File: config.mk
export PLATFORM = sky130hd
export DESIGN_NAME = debounce_edge_detect_flat
export DESIGN_NICKNAME = d
export VERILOG_FILES = /design/src/rtl/debounce_edge_detect_pkg.sv /design/src/rtl/debounce_edge_detect_if.sv /design/src/rtl/debounce_edge_detect_stable_filter.sv /design/src/rtl/debounce_edge_detect.sv /design/src/flat_wrapper.sv
export SDC_FILE = /design/constraint.sdc
export NUM_CORES = 1
export LEC_CHECK = 0
export CORE_MARGIN = 5
export CORE_UTILIZATION = 25
export DETAILED_ROUTE_END_ITERATION = 12
export HOLD_SLACK_MARGIN = 0.03
export PLACE_DENSITY_LB_ADDON = 0.1
export SYNTH_ARGS = -nofsm -noshare
export SYNTH_HDL_FRONTEND = slang
export SYNTH_SLANG_ARGS = --single-unit
File: constraint.sdc
create_clock -name clk -period 3.4 [get_ports clk]
set_input_delay 0.68 -clock clk [delete_from_list [all_inputs] [get_ports clk]]
set_output_delay 0.68 -clock clk [all_outputs]
set_load 0.01 [all_outputs]
File: src/rtl/debounce_edge_detect_pkg.sv
// Shared types and helpers for the debounce / edge-detect block.
// Latency: none (declarations only).
// Backpressure: none.
package debounce_edge_detect_pkg;

   // Qualification FSM states; STABLE must stay the reset encoding.
   typedef enum logic {
      ST_STABLE  = 1'b0,
      ST_PENDING = 1'b1
   } dbc_state_e;

   // Width of the qualification counter: it must hold up to STABLE_CYCLES.
   function automatic int dbc_cnt_width(input int stable_cycles);
      return (stable_cycles < 1) ? 1 : $clog2(stable_cycles + 1);
   endfunction

endpackage

File: src/rtl/debounce_edge_detect_if.sv
// Bundles the level input, count clear and all debounced outputs.
// Latency: none (wires only).
// Backpressure: none; every signal is a plain level or one-cycle strobe.
interface debounce_edge_detect_if #(
   parameter int CNT_W = 8
);
   logic             sync_in;
   logic             clr_count;
   logic             db_out;
   logic             rise_pulse;
   logic             fall_pulse;
   logic             busy;
   logic [CNT_W-1:0] edge_count;

   // Producer of the raw level and consumer of the debounced results.
   modport master (
      output sync_in, clr_count,
      input  db_out, rise_pulse, fall_pulse, busy, edge_count
   );

   // The debouncer itself.
   modport slave (
      input  sync_in, clr_count,
      output db_out, rise_pulse, fall_pulse, busy, edge_count
   );
endinterface

File: src/rtl/debounce_edge_detect_stable_filter.sv
// Qualifies a level: flips db_out after STABLE_CYCLES consecutive mismatching samples.
// Latency: db_out flips on the STABLE_CYCLES-th edge sampling the new level; flip/level_nxt are combinational.
// Backpressure: none; sync_in is sampled every cycle.
module stable_filter
   import debounce_edge_detect_pkg::*;
#(
   parameter int STABLE_CYCLES = 4,
   parameter bit RESET_LEVEL   = 1'b1
) (
   input  logic clk,
   input  logic rst_n,
   input  logic sync_in,
   output logic db_out,
   output logic busy,
   output logic flip,
   output logic level_nxt
);
   localparam int             CW       = dbc_cnt_width(STABLE_CYCLES);
   localparam logic [CW-1:0]  CNT_LAST = CW'(STABLE_CYCLES - 1);
   localparam logic [CW-1:0]  CNT_ONE  = CW'(1);

   dbc_state_e    state_q, state_d;
   logic [CW-1:0] cnt_q, cnt_d;
   logic          db_q, db_d;

   // Next-state logic: count consecutive mismatches, drop back on any glitch.
   always_comb begin
      state_d = state_q;
      cnt_d   = cnt_q;
      db_d    = db_q;
      flip    = 1'b0;
      case (state_q)
         ST_STABLE: begin
            if (sync_in != db_q) begin
               if (STABLE_CYCLES == 1) begin
                  flip  = 1'b1;
                  db_d  = ~db_q;
                  cnt_d = '0;
               end else begin
                  state_d = ST_PENDING;
                  cnt_d   = CNT_ONE;
               end
            end else begin
               cnt_d = '0;
            end
         end
         ST_PENDING: begin
            if (sync_in == db_q) begin
               state_d = ST_STABLE;
               cnt_d   = '0;
            end else if (cnt_q == CNT_LAST) begin
               flip    = 1'b1;
               db_d    = ~db_q;
               state_d = ST_STABLE;
               cnt_d   = '0;
            end else begin
               cnt_d = cnt_q + CNT_ONE;
            end
         end
         default: begin
            state_d = ST_STABLE;
            cnt_d   = '0;
         end
      endcase
   end

   // State, counter and qualified level registers.
   always_ff @(posedge clk or negedge rst_n) begin
      if (!rst_n) begin
         state_q <= ST_STABLE;
         cnt_q   <= '0;
         db_q    <= RESET_LEVEL;
      end else begin
         state_q <= state_d;
         cnt_q   <= cnt_d;
         db_q    <= db_d;
      end
   end

   assign db_out    = db_q;
   assign busy      = (state_q == ST_PENDING);
   assign level_nxt = db_d;

endmodule

File: src/rtl/debounce_edge_detect.sv
// Debounces a synchronized level, emits rise/fall pulses and counts debounced falls.
// Latency: outputs registered; change on the STABLE_CYCLES-th edge sampling a new level.
// Backpressure: none; clr_count is a synchronous clear that beats a coincident fall.
module debounce_edge_detect
   import debounce_edge_detect_pkg::*;
#(
   parameter int STABLE_CYCLES = 4,
   parameter bit RESET_LEVEL   = 1'b1,
   parameter int CNT_W         = 8
) (
   input  logic                  clk,
   input  logic                  rst_n,
   debounce_edge_detect_if.slave bus
);
   logic             flip;
   logic             level_nxt;
   logic             rise_q, rise_d;
   logic             fall_q, fall_d;
   logic [CNT_W-1:0] edge_count_q, edge_count_d;

   stable_filter #(
      .STABLE_CYCLES (STABLE_CYCLES),
      .RESET_LEVEL   (RESET_LEVEL)
   ) u_filter (
      .clk       (clk),
      .rst_n     (rst_n),
      .sync_in   (bus.sync_in),
      .db_out    (bus.db_out),
      .busy      (bus.busy),
      .flip      (flip),
      .level_nxt (level_nxt)
   );

   // Pulse direction follows the new level; the fall counter wraps naturally.
   always_comb begin
      rise_d       = flip & level_nxt;
      fall_d       = flip & ~level_nxt;
      edge_count_d = edge_count_q;
      if (bus.clr_count) begin
         edge_count_d = '0;
      end else if (fall_d) begin
         edge_count_d = edge_count_q + CNT_W'(1);
      end
   end

   // Pulses register on the same edge the filter flips its level.
   always_ff @(posedge clk or negedge rst_n) begin
      if (!rst_n) begin
         rise_q       <= 1'b0;
         fall_q       <= 1'b0;
         edge_count_q <= '0;
      end else begin
         rise_q       <= rise_d;
         fall_q       <= fall_d;
         edge_count_q <= edge_count_d;
      end
   end

   assign bus.rise_pulse = rise_q;
   assign bus.fall_pulse = fall_q;
   assign bus.edge_count = edge_count_q;

endmodule

File: src/flat_wrapper.sv
// flat-port wrapper written by rule: the top's interface ports become plain ports
module debounce_edge_detect_flat import debounce_edge_detect_pkg::*;
#(
   parameter int STABLE_CYCLES = 4,
   parameter bit RESET_LEVEL   = 1'b1,
   parameter int CNT_W         = 8
)
  (clk, rst_n, bus_sync_in, bus_clr_count, bus_db_out, bus_rise_pulse, bus_fall_pulse, bus_busy, bus_edge_count);
  debounce_edge_detect_if #(.CNT_W(CNT_W)) bus_i ();
  input  logic clk;
  input  logic rst_n;
  input wire logic [$bits(bus_i.sync_in)-1:0] bus_sync_in;
  input wire logic [$bits(bus_i.clr_count)-1:0] bus_clr_count;
  output wire logic [$bits(bus_i.db_out)-1:0] bus_db_out;
  output wire logic [$bits(bus_i.rise_pulse)-1:0] bus_rise_pulse;
  output wire logic [$bits(bus_i.fall_pulse)-1:0] bus_fall_pulse;
  output wire logic [$bits(bus_i.busy)-1:0] bus_busy;
  output wire logic [$bits(bus_i.edge_count)-1:0] bus_edge_count;
  assign bus_i.sync_in = bus_sync_in;
  assign bus_i.clr_count = bus_clr_count;
  assign bus_db_out = bus_i.db_out;
  assign bus_rise_pulse = bus_i.rise_pulse;
  assign bus_fall_pulse = bus_i.fall_pulse;
  assign bus_busy = bus_i.busy;
  assign bus_edge_count = bus_i.edge_count;
  debounce_edge_detect #(.STABLE_CYCLES(STABLE_CYCLES), .RESET_LEVEL(RESET_LEVEL), .CNT_W(CNT_W)) u_core (.clk(clk), .rst_n(rst_n), .bus(bus_i));
endmodule
==> impl_metrics.yaml <==
layout:
  nets: 89
  n_fill_cell: 296
  regArea_um2: 377
  syn_to_final_growth_pct: 30.0
  diodes: 0
  layout-drive-gt1-share_pct: 6.10
  final_cells: 113
  multiInputGateArea_um2: 295
routing:
  routedWlPerCell_um: 13.1
  dr.pass1.iters: 3
  antenna_left: 0
  drc: 0
  wl_um: 1480
  vias: 547
  drtIter0Drc: 4
  via_per_inst: 4.84
logic_synthesis:
  synth_top_area_cell: "dfrtp_1"
  synth-seq-cells: 15
  syn_area_um2: 692
  synth-edff-count: 0
  synthTopCellsByArea: "dfrtp_1 (51%), o31ai_1 (6.5%), or4_1 (6.5%)"
  ys.flop_type: "dfrtp_1"
  synth_cells: 65
  ys_warn_count: 0
  synth_common_cells: "dfrtp_1 (14), a21oi_1 (8), o31ai_1 (6), or4_1 (6), nand2_1 (5)"
  yosysSeqAreaShare_pct: 54.4
  synth_nets: 71
  syn_area_per_cell_um2: 10.6
  yosysTopAreaCellShare_pct: 50.6
  synth_cell_types: 23
  ys_async_sr_fraction_pct: 100
  yosysMostFrequentCell: "dfrtp_1"
worst_setup_path:
  worstRegToRegCells: 3
  cp.required_ns: 3.60
  crit_arrival_ns: 2.32
  timing.rr.start: "u_core.u_filter.db_out"
  critical_path_class: "input port to register"
  r2r_slack_ns: 1.68
  end_kind: "register"
  timing.rr.end: "u_core.bus.edge_count[4]"
  critPathLaunchType: "input port"
  cp-startpoint: "bus_sync_in"
  worst-path-max-fanout: 10
global_routing:
  grt_max_degree: 16
  grt_pass1_vias: 552
  grt_use_total_pct: 8.73
  antenna_found_initial: 0
  grt-ovfl-total: 0
  grt_pass1_wl_um: 2730
power:
  total_leakage_power_uw: 0.000338
  power_density_mw_per_mm2: 488
  ir_drop_v: 0.000318
clock_network:
  cts_tree: "built"
  clkLatencyLatePin_ns: 0.29
  cts_root_buf: "clkbuf_4"
  cts_made_buffers: 3
  post-cts-setup-buffers: 0
  cts_sinks: 15
  cts_resized: 0
  clkTransAtPathRegs_ns: 0.08
  clockBufferDepth: 2
  cts_hold_buf: 0
  ctsHtreeMaxLevel: 1
floorplanning:
  start_util_pct: 25.5
  fp.dieH_um: 62.6
  core-area_mm2: 0.00271
  dieArea_mm2: 0.00392
  ios: 16
  core.rowCount: 19
  die_x_um: 62.6
worst_hold_path:
  whs_path_depth: 1
  hold_path.class: "register to register"
  hp-start: "u_core.u_filter.cnt_q[0]"
  hold_end: "u_core.u_filter.cnt_q[0]"
sta:
  skew_ns: 0.0157
  rsz0062_at_grt: "false"
  fin_crit_ns: 2.12
  maxSlewHeadroom_pct: 54.2
  hold_viol: 0
  fin_crit_sh_pct: 62.2
  fmax_mhz: 473
  worst_slew_pin_slew_ns: 0.685
  setup_tns_ns: 0
  slew_viol_final: 0
  setup_viol: 0
placement:
  place_inst: 109
  portBuffers: 15
  gp_congestion: 0.631
  place_hpwl_um: 1080
run_status:
  outcome: "finished clean"
flow_run:
  max_cap_viol_count: 0
through the flow:
step / setup slack, ns / area [um^2] / utilization, % / hold slack [ns] / total power [uW]
2_1_floorplan: 1.71 / 692 / - / 0.384 / 290
3_3_place_gp: 0.993 / 872 / 32.2 / 0.466 / 340
3_5_place_dp: 0.963 / 872 / 32.2 / 0.462 / 342
4_1_cts: 1.28 / 900 / 33.2 / 0.477 / 451
5_1_grt: 1.15 / 900 / 33.2 / 0.508 / 479
6_report: 1.28 / 900 / 33.2 / 0.471 / 439
how the worst max path moves through the flow:
stage                                     endpoint  cells after the start  slack [ns]
after CTS                 u_core.bus.edge_count[4]                      4        1.28
final                     u_core.bus.edge_count[4]                      4        1.28
after floorplan           u_core.bus.edge_count[3]                      4        1.71
after global placement    u_core.bus.edge_count[4]                      4        0.99
after detailed placement  u_core.bus.edge_count[6]                      4        0.96
after global routing      u_core.bus.edge_count[7]                      4        1.15
placed cells by master, fill, tap and decap left out, types with 3 or more instances in the layout:
master	Yosys	final
clkdlybuf4s50_1	0	15
nand2_1	5	5
a21oi_1	8	8
inv_1	3	3
dfrtp_1	14	14
clkbuf_4	0	3
or4_1	6	6
o31ai_1	6	6
layer usage:
layer	routed length [um]	GRT usage, %	up-vias
li1	-	-	283
met1	752	12.3	251
met2	636	11.7	11
met3	72	2.16	2
met4	17	5.57	0
met5	0	0	-
registers in the layout, summed over array words and instances, names as in the netlist:
signal / cells
u_core.bus.edge_count: 8
u_core.bus.fall_pulse: 1
u_core.bus.rise_pulse: 1
u_core.u_filter.busy: 1
u_core.u_filter.cnt_q: 3
u_core.u_filter.db_out: 1
power breakdown:
| part | switching (uW) | internal, uW | total [uW] | leakage [uW] |
|---|---|---|---|---|
| Combinational | 51.6 | 50.4 | 102 | 0.000119 |
| Sequential | 25.4 | 208 | 234 | 0.000202 |
| Clock | 59.4 | 43.6 | 103 | 0.0000177 |
| Total | 136 | 302 | 439 | 0.000338 |
worst max-delay path, cell delays in order:
cell and delay, ns:
clkdlybuf4s50_1 0.47, nand4bb_1 0.43, or4_1 0.59, a21oi_1 0.15
layout make-up:
class                      count  share of cell area, %
tap                           31                   4.31
inverter                       3                   1.25
clock inverter                 1                  0.556
sequential                    15                   41.9
clock buffer                   3                   2.50
multi-input combinational     45                   32.8
timing repair buffer          15                   16.7
kinds of logic (layout without fill, tap and decap cells):
logic type,Yosys count,after routing,share of synthesized area [%]
simple gates,23,23,20.6
compound gates,18,18,15.6
flops,15,15,54.4
buf+inv,5,22,2.89
fa+ha+maj,2,2,3.62
xor+xnor,1,1,1.27
mux,1,1,1.63
No activity file was read; power rests on OpenSTA's default activity.
